## src/rtl/logcap_sequencer.sv

```systemverilog
// Capture sequencer for logcap: decodes commands, runs arm->trigger->post-count->done,
// drives the capture RAM write port and owns the readback pointer. Optional macro: LOGCAP_TRIG_EDGE_EN.
module logcap_sequencer #(
  parameter int ADDR_W   = 10,
  parameter int SAMPLE_W = 8
) (
  input  logic                clk,
  input  logic                reset,
  input  logic                command_strobe,
  input  logic [7:0]          command,
  input  logic [7:0]          cfg_trig_value,
  input  logic [7:0]          cfg_trig_mask,
  input  logic [7:0]          cfg_post_lo,
  input  logic [7:0]          cfg_post_hi,
  input  logic [SAMPLE_W-1:0] sample_in,
  input  logic                sample_valid,
  output logic                mem_we,
  output logic [ADDR_W-1:0]   mem_waddr,
  output logic [SAMPLE_W-1:0] mem_wdata,
  output logic [ADDR_W-1:0]   mem_raddr,
  output logic [ADDR_W-1:0]   trig_addr,
  output logic [7:0]          status,
  output logic                done_pulse
);

  typedef enum logic [1:0] {IDLE = 2'd0, ARMED = 2'd1, TRIGGERED = 2'd2, DONE = 2'd3} state_t;

  localparam logic [ADDR_W-1:0] ADDR_MAX = '1;

  // Post-trigger count can never exceed what the buffer holds besides the trigger sample.
  function automatic logic [ADDR_W-1:0] sat_post(input logic [15:0] p);
    if (32'(p) > 32'(ADDR_MAX)) return ADDR_MAX;
    else                        return p[ADDR_W-1:0];
  endfunction

  state_t                state_q, state_d;
  logic [ADDR_W-1:0]     wptr_q, wptr_d;
  logic [ADDR_W-1:0]     cnt_q, cnt_d;
  logic [ADDR_W-1:0]     raddr_q, raddr_d;
  logic [ADDR_W-1:0]     trig_addr_q, trig_addr_d;
  logic                  wrapped_q, wrapped_d;
  logic                  trig_seen_q, trig_seen_d;
  logic                  we_q, we_d;
  logic [ADDR_W-1:0]     waddr_q, waddr_d;
  logic [SAMPLE_W-1:0]   wdata_q, wdata_d;
  logic                  done_pulse_q, done_pulse_d;
  logic [7:0]            status_q, status_d;

  logic cmd_arm, cmd_abort, cmd_force, cmd_rewind, cmd_next;
  logic raw_match, trig_hit;

  assign cmd_arm    = command_strobe && (command == 8'h01);
  assign cmd_abort  = command_strobe && (command == 8'h02);
  assign cmd_force  = command_strobe && (command == 8'h03);
  assign cmd_rewind = command_strobe && (command == 8'h04);
  assign cmd_next   = command_strobe && (command == 8'h05);

  assign raw_match = ((sample_in ^ SAMPLE_W'(cfg_trig_value)) & SAMPLE_W'(cfg_trig_mask)) == '0;

`ifdef LOGCAP_TRIG_EDGE_EN
  // Remembers whether the previous valid sample matched; starts as "matching" after ARM.
  logic prev_match_q, prev_match_d;

  always_comb begin
    prev_match_d = prev_match_q;
    if (cmd_arm)
      prev_match_d = 1'b1;
    else if (!cmd_abort && state_q == ARMED && sample_valid)
      prev_match_d = raw_match;
  end

  always_ff @(posedge clk or negedge reset) begin
    if (!reset) prev_match_q <= 1'b0;
    else        prev_match_q <= prev_match_d;
  end

  assign trig_hit = raw_match && !prev_match_q;
`else
  assign trig_hit = raw_match;
`endif

  always_comb begin
    state_d      = state_q;
    wptr_d       = wptr_q;
    cnt_d        = cnt_q;
    raddr_d      = raddr_q;
    trig_addr_d  = trig_addr_q;
    wrapped_d    = wrapped_q;
    trig_seen_d  = trig_seen_q;
    we_d         = 1'b0;
    waddr_d      = waddr_q;
    wdata_d      = wdata_q;
    done_pulse_d = 1'b0;

    if (cmd_abort) begin
      state_d = IDLE;
    end else if (cmd_arm) begin
      wptr_d      = '0;
      wrapped_d   = 1'b0;
      trig_seen_d = 1'b0;
      state_d     = ARMED;
    end else begin
      case (state_q)
        IDLE, DONE: begin
          if (cmd_rewind)    raddr_d = wrapped_q ? wptr_q : '0;
          else if (cmd_next) raddr_d = raddr_q + ADDR_W'(1);
        end
        ARMED: begin
          if (sample_valid) begin
            we_d    = 1'b1;
            waddr_d = wptr_q;
            wdata_d = sample_in;
            wptr_d  = wptr_q + ADDR_W'(1);
            if (wptr_q == ADDR_MAX) wrapped_d = 1'b1;
          end
          // Forced trigger without a sample points at the slot the next sample will fill.
          if ((sample_valid && trig_hit) || cmd_force) begin
            trig_addr_d = wptr_q;
            trig_seen_d = 1'b1;
            cnt_d       = sat_post({cfg_post_hi, cfg_post_lo});
            state_d     = TRIGGERED;
          end
        end
        TRIGGERED: begin
          if (cnt_q == '0) begin
            state_d = DONE;
          end else if (sample_valid) begin
            we_d    = 1'b1;
            waddr_d = wptr_q;
            wdata_d = sample_in;
            wptr_d  = wptr_q + ADDR_W'(1);
            if (wptr_q == ADDR_MAX) wrapped_d = 1'b1;
            cnt_d   = cnt_q - ADDR_W'(1);
            if (cnt_q == ADDR_W'(1)) state_d = DONE;
          end
        end
        default: state_d = IDLE;
      endcase
    end

    if (state_d == DONE && state_q != DONE) begin
      done_pulse_d = 1'b1;
      raddr_d      = wrapped_d ? wptr_d : '0;
    end
  end

  assign status_d = {3'b000, wrapped_q, trig_seen_q, (state_q == DONE), state_q};

  always_ff @(posedge clk or negedge reset) begin
    if (!reset) begin
      state_q      <= IDLE;
      wptr_q       <= '0;
      cnt_q        <= '0;
      raddr_q      <= '0;
      trig_addr_q  <= '0;
      wrapped_q    <= 1'b0;
      trig_seen_q  <= 1'b0;
      we_q         <= 1'b0;
      waddr_q      <= '0;
      wdata_q      <= '0;
      done_pulse_q <= 1'b0;
      status_q     <= 8'h00;
    end else begin
      state_q      <= state_d;
      wptr_q       <= wptr_d;
      cnt_q        <= cnt_d;
      raddr_q      <= raddr_d;
      trig_addr_q  <= trig_addr_d;
      wrapped_q    <= wrapped_d;
      trig_seen_q  <= trig_seen_d;
      we_q         <= we_d;
      waddr_q      <= waddr_d;
      wdata_q      <= wdata_d;
      done_pulse_q <= done_pulse_d;
      status_q     <= status_d;
    end
  end

  assign mem_we     = we_q;
  assign mem_waddr  = waddr_q;
  assign mem_wdata  = wdata_q;
  assign mem_raddr  = raddr_q;
  assign trig_addr  = trig_addr_q;
  assign status     = status_q;
  assign done_pulse = done_pulse_q;

endmodule
```

## config.mk

```make
export PLATFORM = sky130hd
export DESIGN_NAME = logcap_sequencer
export DESIGN_NICKNAME = d
export VERILOG_FILES = /design/src/rtl/logcap_sequencer.sv
export SDC_FILE = /design/constraint.sdc
export NUM_CORES = 1
export LEC_CHECK = 0
export BUFFER_PORTS_ARGS = -buffer_cell sky130_fd_sc_hd__buf_2
export CAP_MARGIN = 20
export CORE_MARGIN = 4
export CORE_UTILIZATION = 45
export CTS_CLUSTER_SIZE = 24
export DETAILED_ROUTE_END_ITERATION = 10
export GPL_ROUTABILITY_DRIVEN = 0
export GPL_TIMING_DRIVEN = 0
export PLACE_DENSITY = 0.73
export SLEW_MARGIN = 20
export SYNTH_ARGS = -nofsm -noshare
export SYNTH_HDL_FRONTEND = slang
export SYNTH_SLANG_ARGS = --single-unit
```

## constraint.sdc

```tcl
create_clock -name clk -period 3.2 [get_ports clk]
set_input_delay 0.48 -clock clk [delete_from_list [all_inputs] [get_ports clk]]
set_output_delay 0.48 -clock clk [all_outputs]
set_load 0.02 [all_outputs]
```

==> out/metrics.sh <==
TIMING.REG2REG.SETUP_SLACK_NS=0.49
CTS_NUM_SINKS=69
VDD_DROP_MAX_mV=0.362
DATA_REQUIRED_TIME_AT_THE_WORST_ENDPOINT_NS=3.43
SYNTH_COMPOUND_GATE_AREA_SHARE_PCT=18.6
GROUTE.USAGE.OVERALL_PCT=20.7
PLACEABLECOREAREA_UM2=8760
PIN_COUNT=100
TOTAL_POWER_W=0.00297
CTS.REPORTEDPATHS.CLKPINSLEW_NS=0.08
AREAGROWTHSYNTHTOFINISH_PCT=20.9
POST_DRT_VIA_CELL_RATIO=5.87
RSZ0062_AT_GRT='no'
FINALHOLDVIOLATIONS=0
SETUP-TNS-FINAL_NS=0
MAXCAPVIOLATIONS=0
POWER_DENSITY_nW_PER_UM2=604
DIEHEIGHT_UM=103
ANTENNA_VIOLATIONS_BEFORE_REPAIR=0
WORST_SKEW_PAIR.LATE_LATENCY_NS=0.35
CPMOSTUSEDCELL='sky130_fd_sc_hd__inv_1'
INSERTED_DIODES=0
CP-END-KIND='flop'
FIRST_GLOBAL_VIAS=3483
PORTBUFFERS=94
YOSYS.AREA_SHARE.ADDER_PCT=2.77
FF_LATCH_AREA_UM2=1730
SYNTH_SIMPLE_GATE_AREA_SHARE_PCT=18.7
REMAINING_OVERFLOW_GRT=0
FILL_CELLS=803
POSTPLACECELLAREA_UM2=4710
POST_SYNTH_INSTANCE_AREA_UM2=4070
REMAINING_ANTENNA_VIOLATION_COUNT_AFTER_ROUTING=0
PLACE_WORST_SETUP_SLACK_NS=0.301
CRITICAL_PATH.SLOWEST_CELL='sky130_fd_sc_hd__dfrtp_1'
MAXIMUM_ROOT_TO_SINK_BUFFER_COUNT=2
SETUP_WS_NS=0.489
SYNTH-WARNING-COUNT=0
CRITPATHLAUNCHTYPE='flop'
CRIT_CHAIN='inv_1, ha_1, inv_1, nor2_1, a211o_1, o31a_1, nor4_4, buf_6, mux2_4'
HTREEDEPTH=3
DRC=0
DRT_PASS1_ITERATIONS=4
YS_DOMINANT_REG_CELL='sky130_fd_sc_hd__dfrtp_1'
FINISH.INSTANCE_AREA_UM2=4920
POSTCTSSETUPBUFFERS=0
R2R.WORST_PATH.CELLS=9
WORST_R2R_STARTPOINT='state_q[0]'
SYNTHMUXAREASHARE_PCT=10.6
YS_ASYNC_SR_FRACTION_PCT=100
DRT_WL_TOTAL_MM=10.7
TIMING.FINAL.CRIT_SHARE_PCT=84.7
OUTCOME='complete, no violations'
FP.DIEAREA_UM2=10600
SYNTH-SEQ-CELLS=69
MULTIINPUTGATEAREA_UM2=2150
TRITONCTS_BUFFERS=9
LAYOUT.CELLS.MOST_COMMON_LIST='98 x sky130_fd_sc_hd__buf_2, 69 x sky130_fd_sc_hd__dfrtp_1, 36 x sky130_fd_sc_hd__nand2_1, 27 x sky130_fd_sc_hd__mux2_2, 23 x sky130_fd_sc_hd__a21oi_1'
TIMING.FINAL.CRIT_PERIOD_NS=2.71
DR_TOTAL_VIAS=3689
FINISH.NET_COUNT=577
WORST_HOLD_PATH_TYPE='input port to asynchronous set/reset pin'
LIBRARY_CELL_USED_AS_CLOCK_ROOT_BUFFER='sky130_fd_sc_hd__clkbuf_8'
DRT-INITIAL-DRC-COUNT=285
CP_MAX_FO=10
TIMING.CRITICAL_PATH.ARRIVAL_NS=2.94
HOLD_SLACK_NS=0.0573
SYNTH_TOP_FAMILY_BY_AREA='simple AND/OR/NAND/NOR gates'
CPPEAKSTAGEDELAY_NS=0.44
GRT_MAX_DEGREE=39
TRITONCTS='built'
SYNTHDOMINANTAREACELLTYPE='sky130_fd_sc_hd__dfrtp_1'
CLOCK_TREE_SKEW_AFTER_FINAL_LAYOUT_NS=0.00803
HPWL_MM=7.94
FP-ROW-COUNT=34
GRT_PASS1_WL_MM=17.4
SLEW_HEADROOM_PCT=52.8
CRITICALPATHCATEGORY='flop to flop'
SETUP_VIOL=0
YOSYS.CELL_TYPES.COUNT=68
START_UTIL_PCT=46.4
NETLIST.AREA_LEADER.SHARE_PCT=42.4
AVGSYNTHCELLAREA_UM2=9.98
SYN_INST=408
CTSHOLDBUFFERS=0
POST_DRT_WL_PER_CELL_UM=17.0
LAYOUT.CELLS.MOST_COMMON='sky130_fd_sc_hd__buf_2'
STATIC-LEAKAGE-POWER_nW=2.22
POST_ROUTE_CELLS_DRIVE_ABOVE_1_SHARE_PCT=32.1
POST_SYNTH_XOR_AREA_FRACTION_PCT=1.94
MOST_AREA_CONSUMING_CELLS_AFTER_SYNTHESIS='sky130_fd_sc_hd__dfrtp_1 42%, sky130_fd_sc_hd__mux2_2 7.5%, sky130_fd_sc_hd__nand2_1 3.3%, sky130_fd_sc_hd__a21oi_1 2.8%, sky130_fd_sc_hd__ha_1 2.8%'
SYNTH_EDF_COUNT=0
DIEWIDTH_UM=103
TIMING_MAX_TRANSITION_VIOLATIONS_FINAL=0
FMAX_MHz=369
CTS_REPAIR_RESIZE_COUNT=0
TIMING_WORST_SLEW_PIN_VALUE_NS=0.705
SYNTH.YOSYS.SEQ_AREA_SHARE_PCT=42.4
CRITICAL_PATH.REG2REG.ENDPOINT='mem_raddr[1]'
[metal layers]
metal	track usage [%]	up-vias	routed length, um
met1	27.8	1799	4770
met2	32.7	127	5160
met5	0	-	0
li1	-	1748	-
met3	5.62	15	623
met4	6.27	0	103
[worst max-delay path, delay by kind of cell (launching register included)]
kind	cells	cell delay [ns]
buffers and inverters	3	0.58
AND/OR/NAND/NOR	2	0.45
flip-flops	1	0.44
adder cells (fa/ha/maj)	1	0.42
AO/OA/AOI/OAI	2	0.39
multiplexers	1	0.31
[sequential cells by signal, indices dropped and copies added (netlist names)]
register,flops
mem_we,1
trig_seen_q,1
mem_wdata,8
trig_addr,10
wrapped_q,1
state_q,2
status,5
done_pulse,1
cnt_q,10
mem_raddr,10
wptr_q,10
mem_waddr,10
[through the flow]
step / std cells / utilization [%]
after global placement: 612 / 53.4
final: 628 / 56.1
after CTS: 628 / 56.1
after detailed placement: 613 / 53.7
after global routing: 628 / 56.1
after floorplan: 410 / -
[area by class of cell]
type                    instances  area share, %
clock buffers                  11           2.87
inverters                      12          0.916
well taps                     108           2.75
repair buffers                 95           10.0
clock inverters                 4           1.48
flip-flops and latches         69           35.1
plain buffers                  28           3.18
multi-input cells             301           43.7
[how the worst max path moves through the flow]
stage,start,end,slack (ns)
2_1_floorplan,command[5],mem_raddr[1],0.75
3_3_place_gp,command[5],mem_raddr[1],0.28
3_5_place_dp,command[5],mem_raddr[1],0.30
4_1_cts,state_q[0],mem_raddr[1],0.47
5_1_grt,state_q[0],mem_raddr[1],0.36
6_report,state_q[0],mem_raddr[1],0.49
[logic make-up (layout without fill, tap and decap cells)]
kind of cell / after synthesis / after routing
and+or+nand+nor: 131 / 131
AOI/OAI and AO/OA: 110 / 110
DFF: 69 / 69
buffers and inverters: 40 / 150
muxes: 39 / 39
adders and majority gates: 9 / 9
xor gates and xnor gates: 9 / 9
other: 1 / 3
[Yosys cell counts, types with 8 or more instances]
library cell               instances
sky130_fd_sc_hd__a21oi_1          23
sky130_fd_sc_hd__nor2_1           22
sky130_fd_sc_hd__mux2i_1           9
sky130_fd_sc_hd__o21ai_0          19
sky130_fd_sc_hd__xor2_1            8
sky130_fd_sc_hd__inv_1            12
sky130_fd_sc_hd__nand4_1           8
sky130_fd_sc_hd__ha_1              9
sky130_fd_sc_hd__nor3_1           10
sky130_fd_sc_hd__nand2_1          36
sky130_fd_sc_hd__clkbuf_1         13
sky130_fd_sc_hd__mux2_2           27
sky130_fd_sc_hd__dfrtp_1          69
sky130_fd_sc_hd__nand3_1          12
[report_power, final]
part	switching [W]	internal, W
clock network	0.000334	0.000455
registers	0.000154	0.00105
logic	0.000589	0.000387
total	0.00108	0.00189
No activity file was read; power rests on OpenSTA's default activity.
